**config.mk**
```make
export PLATFORM = sky130hd
export DESIGN_NAME = move_cursor_ctrl
export DESIGN_NICKNAME = d
export VERILOG_FILES = /design/src/rtl/move_cursor_ctrl.sv
export SDC_FILE = /design/constraint.sdc
export NUM_CORES = 1
export LEC_CHECK = 0
export CORE_UTILIZATION = 34
export DETAILED_ROUTE_END_ITERATION = 8
export SLEW_MARGIN = 25
export SYNTH_ARGS = -nofsm -noshare
export SYNTH_HDL_FRONTEND = slang
export SYNTH_SLANG_ARGS = --single-unit
```
**constraint.sdc**
```tcl
create_clock -name clk -period 4.3 [get_ports clk]
set_clock_uncertainty 0.2 [all_clocks]
set_input_delay 0.43 -clock clk [delete_from_list [all_inputs] [get_ports clk]]
set_output_delay 0.43 -clock clk [all_outputs]
set_load 0.01 [all_outputs]
```
**src/rtl/move_cursor_ctrl.sv**
```systemverilog
// Cursor and move-selection controller for a chess board display.
// Five push-buttons are synchronised and edge-detected. The four direction
// buttons auto-repeat while held. The centre button drives an
// IDLE -> SELECTED -> REQUEST selection FSM that hands a move request to the
// game logic and waits for it to be acknowledged.
module move_cursor_ctrl #(
  parameter int unsigned HOLD_CYCLES   = 12500000,
  parameter int unsigned REPEAT_CYCLES = 5000000
) (
  input  logic         clk,
  input  logic         reset,
  input  logic         btn_up,
  input  logic         btn_down,
  input  logic         btn_left,
  input  logic         btn_right,
  input  logic         btn_center,
  input  logic [255:0] board,
  input  logic         move_ack,
  input  logic         move_ok,
  output logic [12:0]  moveData,
  output logic         move_req,
  output logic [5:0]   move_from,
  output logic [5:0]   move_to,
  output logic         turn
);

  // Bit positions of the buttons inside the packed button vectors
  localparam int BTN_UP     = 0;
  localparam int BTN_DOWN   = 1;
  localparam int BTN_LEFT   = 2;
  localparam int BTN_RIGHT  = 3;
  localparam int BTN_CENTER = 4;

  // The repeat counter only has to reach the larger of the two intervals
  localparam int unsigned CNT_MAX = (HOLD_CYCLES > REPEAT_CYCLES) ? HOLD_CYCLES : REPEAT_CYCLES;
  localparam int          CNT_W   = $clog2(CNT_MAX + 2);
  localparam logic [CNT_W-1:0] HOLD_T   = CNT_W'(HOLD_CYCLES);
  localparam logic [CNT_W-1:0] REPEAT_T = CNT_W'(REPEAT_CYCLES);

  typedef enum logic [1:0] {
    IDLE     = 2'd0,
    SELECTED = 2'd1,
    REQUEST  = 2'd2
  } state_t;

  // Moves a 3-bit board coordinate one step, clamping at 0 and 7.
  // Opposing requests in the same cycle cancel out.
  function automatic logic [2:0] sat_step(input logic [2:0] v, input logic inc, input logic dec);
    logic [2:0] r;
    r = v;
    if (inc && !dec && (v != 3'd7)) begin
      r = v + 3'd1;
    end else if (dec && !inc && (v != 3'd0)) begin
      r = v - 3'd1;
    end
    return r;
  endfunction

  // A square holds a piece of the side to move
  function automatic logic own_piece(input logic [3:0] p, input logic side);
    return (p[2:0] != 3'b000) && (p[3] == side);
  endfunction

  logic [4:0] btn_raw;
  logic [4:0] btn_p0;
  logic [4:0] btn_p1;
  logic [4:0] btn_p2;
  logic [4:0] press;

  logic [CNT_W-1:0] rpt_cnt [4];
  logic [3:0]       rpt_phase;
  logic [3:0]       rpt_hit;
  logic [3:0]       dir_ev;
  logic             ctr_ev;

  logic [2:0] let_q, let_d;
  logic [2:0] num_q, num_d;
  logic [5:0] cursor;
  logic [3:0] piece;
  logic       own;

  state_t     state_q, state_d;
  logic [5:0] sel_q, sel_d;
  logic [5:0] from_q, from_d;
  logic [5:0] to_q, to_d;
  logic       turn_q, turn_d;

  assign btn_raw = {btn_center, btn_right, btn_left, btn_down, btn_up};

  // ---- stage p0/p1: two-flop synchroniser, p2: previous level for edge detect
  // Synchronise the raw button levels and keep one extra delayed copy
  always_ff @(posedge clk) begin
    if (reset) begin
      btn_p0 <= '0;
      btn_p1 <= '0;
      btn_p2 <= '0;
    end else begin
      btn_p0 <= btn_raw;
      btn_p1 <= btn_p0;
      btn_p2 <= btn_p1;
    end
  end

  assign press = btn_p1 & ~btn_p2;

  // Repeat fires when the hold counter reaches the interval for its phase
  always_comb begin
    rpt_hit = '0;
    for (int i = 0; i < 4; i++) begin
      rpt_hit[i] = btn_p1[i] & btn_p2[i] &
                   (rpt_cnt[i] == (rpt_phase[i] ? REPEAT_T : HOLD_T));
    end
  end

  // Per-direction hold counters: restart on press and after each repeat,
  // clear as soon as the synchronised level drops
  always_ff @(posedge clk) begin
    for (int i = 0; i < 4; i++) begin
      if (reset || !btn_p1[i]) begin
        rpt_cnt[i]   <= '0;
        rpt_phase[i] <= 1'b0;
      end else if (!btn_p2[i]) begin
        rpt_cnt[i]   <= CNT_W'(1);
        rpt_phase[i] <= 1'b0;
      end else if (rpt_hit[i]) begin
        rpt_cnt[i]   <= CNT_W'(1);
        rpt_phase[i] <= 1'b1;
      end else begin
        rpt_cnt[i]   <= rpt_cnt[i] + CNT_W'(1);
      end
    end
  end

  assign dir_ev = press[3:0] | rpt_hit;
  assign ctr_ev = press[BTN_CENTER];

  // ---- cursor and selection state, updated from the p1/p2 events
  assign cursor = {let_q, num_q};
  assign piece  = board[{cursor, 2'b00} +: 4];
  assign own    = own_piece(piece, turn_q);

  // Cursor moves on direction events except while a request is pending
  always_comb begin
    let_d = let_q;
    num_d = num_q;
    if (state_q != REQUEST) begin
      let_d = sat_step(let_q, dir_ev[BTN_RIGHT], dir_ev[BTN_LEFT]);
      num_d = sat_step(num_q, dir_ev[BTN_DOWN], dir_ev[BTN_UP]);
    end
  end

  // Cursor register
  always_ff @(posedge clk) begin
    if (reset) begin
      let_q <= 3'd0;
      num_q <= 3'd0;
    end else begin
      let_q <= let_d;
      num_q <= num_d;
    end
  end

  // Selection FSM: centre decisions use the cursor before this cycle's move
  always_comb begin
    state_d = state_q;
    sel_d   = sel_q;
    from_d  = from_q;
    to_d    = to_q;
    turn_d  = turn_q;
    case (state_q)
      IDLE: begin
        if (ctr_ev && own) begin
          sel_d   = cursor;
          state_d = SELECTED;
        end
      end
      SELECTED: begin
        if (ctr_ev) begin
          if (cursor == sel_q) begin
            sel_d   = 6'd0;
            state_d = IDLE;
          end else if (own) begin
            sel_d   = cursor;
          end else begin
            from_d  = sel_q;
            to_d    = cursor;
            state_d = REQUEST;
          end
        end
      end
      REQUEST: begin
        if (move_ack) begin
          if (move_ok) begin
            sel_d   = 6'd0;
            turn_d  = ~turn_q;
            state_d = IDLE;
          end else begin
            state_d = SELECTED;
          end
        end
      end
      default: begin
        state_d = IDLE;
      end
    endcase
  end

  // FSM and request registers
  always_ff @(posedge clk) begin
    if (reset) begin
      state_q <= IDLE;
      sel_q   <= 6'd0;
      from_q  <= 6'd0;
      to_q    <= 6'd0;
      turn_q  <= 1'b0;
    end else begin
      state_q <= state_d;
      sel_q   <= sel_d;
      from_q  <= from_d;
      to_q    <= to_d;
      turn_q  <= turn_d;
    end
  end

  assign moveData  = {(state_q != IDLE), sel_q, let_q, num_q};
  assign move_req  = (state_q == REQUEST);
  assign move_from = from_q;
  assign move_to   = to_q;
  assign turn      = turn_q;

endmodule

```
Word level (Yosys, flattened, before mapping)

Memories as Yosys holds them, arrays and structs flattened.
Index checks and enable logic that the tools add are counted.

Muxes and demuxes: 86
Reductions and logical operators: 40
Add/subtract/negate cells: 8
Equality and inequality tests: 17
Shift-type cells: 1
Bitwise operators: 30

Operators by type and width:

| operator                                                        | number |
|---|---|
| 24-bit two-way mux                                              | 16 |
| 256-bit by 9-bit variable part select with 4-bit output         | 1 |
| 24-bit by 1-bit adder with 24-bit output, second input constant | 4 |
| 24-bit == test                                                  | 4 |
| 1-bit two-way mux                                               | 53 |
| 6-bit two-way mux                                               | 6 |
| 6-bit case mux with 3 select lines                              | 1 |
| 3-bit two-way mux                                               | 4 |
| 3-bit != test, second input constant                            | 4 |
| 1-bit bitwise OR                                                | 12 |
| 3-bit nonzero test                                              | 4 |
| 1-bit logical AND                                               | 10 |
| 2-bit two-way mux                                               | 5 |
| 2-bit != test, second input constant                            | 5 |
| 1-bit bitwise AND                                               | 8 |
| 1-bit logical NOT                                               | 8 |
| 4-bit AND reduction                                             | 2 |
| 2-bit OR reduction                                              | 4 |
| 1-bit inverter                                                  | 7 |
| 3-bit by 1-bit adder with 3-bit output, second input constant   | 2 |
| 6-bit == test                                                   | 1 |
| 2-bit case mux with 3 select lines                              | 1 |
| 6-bit AND reduction                                             | 1 |
| 2-bit nonzero test                                              | 3 |
| 11 further kinds                                                | 16 |

Memories kept: 1
Word-level logic and storage cells: 197
Input port bits: 265
Memory bits (writable): 96
Bits in registers: 46

Memory list:

| memory  | depth | bits a word | read ports | clocked after memory_dff | wr ports | line | source |
|---|---|---|---|---|---|---|---|
| rpt_cnt | 4     | 24          | 4          | 0                        | 4        | 70   | `logic [CNT_W-1:0] rpt_cnt [4];` |

Longest topological paths before layout

Word-level depth: 9
Mapped depth: 14
Gate-level depth less buffers: 14

Worst setup path after synthesis

No wires, ideal clock.

Path type: register -> register
Start: memory rpt_cnt[1][0] in the netlist's numbering
End: register num_q[2]
Setup time: 128 ps
Slack: 856 ps
Cell stages (with the launch flop): 15
Period minus slack after synthesis: 3444 ps
Data required time: 3972 ps
Buffers on the path: 0
Arrival time: 3116 ps
Path through: edfxtp_1 -> inv_1 -> ha_1 -> nand4_1 -> or4_1 -> o41a_1 -> inv_1 -> o2111ai_1 -> fa_1 -> nor2_1 -> nand2_1 -> or4b_1 -> o31a_1 -> xor2_1 -> nor2_1

RTL lines:

| element              | line | source |
|---|---|---|
| start, declared      | 70   |  |
| end signal, assigned | 159  | `num_q <= num_d;` |
| end, declared        | 77   | `logic [2:0] num_q, num_d;` |

Worst setup path in the final report

Start: register num_q[2]
End: register to_q[2], in the netlist move_to[2]

Cells in the longest elaborated chain, start to end: 5
Elaborated cells on any way between the ends: 8
Classes of those cells: eq/ne: 2; shift: 1; bitwise: 2; reduce/logical: 3

Ends and longest elaborated chain:

| element                                                 | line | source |
|---|---|---|
| 256-bit by 9-bit variable part select with 4-bit output | 139  | `assign piece = board[{cursor, 2'b00} +: 4];` |
| 3-bit nonzero test or 1-bit == test (tied branches)     | 61   | `return (p[2:0] != 3'b000) && (p[3] == side);` |
| 1-bit logical AND                                       | 61   |  |
| 1-bit inverter (no line)                                | --   |  |
| 4-bit AND reduction (no line)                           | --   |  |
| end signal, assigned                                    | 220  | `to_q <= to_d;` |
| end, declared                                           | 85   | `logic [5:0] to_q, to_d;` |

Parallel ways exist; a longest one is shown, timed or not.
A chain may end at the register's enable or synchronous reset.

==> results.tsv <==
stage	metric	value	unit
floorplan	die_w	164	um
sta	finalCriticalPeriod	3760	ps
sta	hold_viol	0	
layout	final_layout_size_suffix_gt1_frac	0.0559	
cts	ctsHtreeMaxLevel	4	
worst_setup_path	cpMaxStageDelayCell	dfxtp_2	
cts	cts-root-buf	clkbuf_16	
cts	cts_tree	yes	
drt	drt.antenna.violating_nets	0	
drt	vias	8195	
pwr	cellPowerDensity	292	nW/um^2
logic_synthesis	seq_area_frac_synth	0.424	
logic_synthesis	syn_area	8970	um^2
logic_synthesis	synth_top_cell_area_share	0.321	
sta	rsz0062_at_grt	no	
drt	firstDrtPassIters	5	
cts	cts.reportedPaths.clkPinSlew	60	ps
global_route	grt_pass1_wl	43.1	mm
logic_synthesis	netlist_instances	930	
drt	routedWlPerCell	16.6	um
floorplan	die_area	27000	um^2
drt	viasPerCell	4.94	
logic_synthesis	yosys-top-cells-area	edfxtp_1, dfxtp_1, xor2_1	
sta	setup_viol_count_final	0	
floorplan	coreArea	26000	um^2
status	run_status	finished clean	
worst_setup_path	cp_max_fo	24	
layout	fill_cells	2500	
floorplan	ioPinCount	292	
sta	fmax	266	MHz
layout	final_common_cell	clkdlybuf4s50_1	
sta	timing.final.crit_share	0.874	
layout	area_delta_synth_final	47.5	%
logic_synthesis	synth_async_sr_flop_share	0	
placed_design	gp_congestion	0.867	
worst_setup_path	start_kind	register	
cts	cts_sinks	142	
worst_setup_path	arrival	3910	ps
worst_setup_path	cp_cell_sequence	buf_4 -> nor4b_1 -> nor3_1 -> nor4_1 -> a22o_1 -> or4_1 -> a211oi_4 -> nor3_4 -> mux2i_1	
logic_synthesis	ys_types	72	
hold_path	hold_path_class	reg -> reg	
worst_setup_path	slowest_delay	620	ps
worst_setup_path	crit_required	4450	ps
cts	cts.repair.resized	0	
sta	relSlewSlack	0.402	
cts	clk_latency	430	ps
floorplan	start_util	0.345	
pwr	ir_worst_vdd	0.000280	V
placed_design	place_hpwl	22.1	mm
logic_synthesis	yosysTopAreaCell	edfxtp_1	
logic_synthesis	synthFlopType	edfxtp_1	
cts	ctsHoldBuffers	0	
drt	wl	27.6	mm
cts	cts_buffers	17	
pwr	leakagePower	4.66	nW
worst_setup_path	end_kind	register	
floorplan	die_y	164	um
logic_synthesis	synth-seq-cells	142	
global_route	antenna_found_initial	1	
sta	worst_pin_slew	894	ps
cts	clockBufferDepth	2	
logic_synthesis	syn_area_per_cell	9.64	um^2
drt	drt-initial-drc-count	390	
drt	drc_errors	0	
run	cap_violations	0	
worst_setup_path	cp.buffers_inverters	1	
layout	final_core_util	0.509	
floorplan	rows	59	
sta	tns	0	ps
worst_setup_path	cp_top_family	simple AND/OR/NAND/NOR gates	
global_route	grt_overflow	0	
cts	cts_setup_buffers	0	
placed_design	numPortBuffers	291	
logic_synthesis	yosysWarnings	0	
layout	fin_nets	1590	
global_route	grt_max_degree	36	
sta	slew_violations	0	
global_route	grt_usage	0.209	
worst_setup_path	critPathKind	reg -> reg	
global_route	grt_pass1_vias	8078	
logic_synthesis	synth-edff-count	96	
layout	final_cell_mix	clkdlybuf4s50_1, nor2_1, edfxtp_1, conb_1, xor2_1	
-- routing by layer --
layer  track usage  wire, um  vias to the layer above
met3        0.0490      1400                       39
li1              -         -                     4122
met4        0.0713       562                        0
met5       0.00758         0                        -
met1         0.255     11900                     3814
met2         0.360     13700                      220
-- cell type report --
class,count,area (um^2),area share
Timing Repair Buffer,307,3050,0.231
Tap cell,335,419,0.0317
Clock inverter,11,129,0.00974
Clock buffer,21,482,0.0364
Antenna cell,1,2.50,0.000189
Sequential cell,142,3810,0.288
Multi-Input combinational cell,817,5240,0.396
Inverter,26,97.6,0.00738
-- state kept, by name (all words and copies together) (netlist names) --
register / count
turn: 1
sel_q: 6
rpt_cnt: 96
btn_p1: 5
btn_p2: 5
move_to: 6
move_from: 6
btn_p0: 5
let_q: 3
num_q: 3
rpt_phase: 4
state_q: 2
-- cells by family (layout without fill, tap and decap cells) --
kind of cell    count (synthesis)  count (layout)  synth area share
buf+inv                        66             365            0.0320
compound gates                102             102            0.0801
flops                         142             142             0.424
mux                            40              40            0.0608
other cells                     1              97          0.000418
simple gates                  477             477             0.295
fa+ha+maj                      14              14            0.0212
xor+xnor                       88              88            0.0859
-- per-stage QoR --
step / hold slack [ps] / setup WS, ps / total power (W) / area [um^2] / instances
after floorplan: 214 / 856 / 0.00196 / 9320 / 1025
final: 245 / 542 / 0.00386 / 13200 / 1660
after detailed placement: 224 / 105 / 0.00236 / 12600 / 1627
after global placement: 231 / 192 / 0.00236 / 12600 / 1627
after global routing: 258 / 280 / 0.00402 / 13200 / 1660
after CTS: 249 / 230 / 0.00390 / 13200 / 1659
-- path summary, 6_finish.rpt --
check | from | to | slack [ps] | cells after the start
setup reg to reg | num_q[2] | move_to[2] | 540 | 9
hold / removal | btn_p0[1] | btn_p1[1] | 240 | 1
setup / recovery | num_q[2] | move_to[2] | 540 | 9
hold reg to reg | btn_p0[1] | btn_p1[1] | 240 | 1
-- Yosys cell counts (12+ instances only) --
| library cell | n |
|---|---|
| a21oi_1 | 26 |
| and3_1 | 25 |
| clkbuf_1 | 25 |
| dfxtp_1 | 46 |
| edfxtp_1 | 96 |
| ha_1 | 12 |
| inv_1 | 26 |
| mux2i_1 | 23 |
| nand2_1 | 48 |
| nand2b_1 | 33 |
| nand3_1 | 53 |
| nand4_1 | 12 |
| nor2_1 | 120 |
| nor2b_1 | 22 |
| nor3_1 | 32 |
| nor4_1 | 40 |
| nor4b_1 | 27 |
| o21ai_0 | 16 |
| or3_1 | 15 |
| xnor2_1 | 30 |
| xor2_1 | 58 |
-- power by group --
| group | switching [W] | internal, W | leakage, nW |
|---|---|---|---|
| combinational | 0.000317 | 0.000433 | 3.00 |
| clock | 0.000601 | 0.000925 | 0.296 |
| sequential | 0.0000798 | 0.00151 | 1.37 |
| total | 0.000998 | 0.00287 | 4.66 |
(Power assumes the default switching activity.)
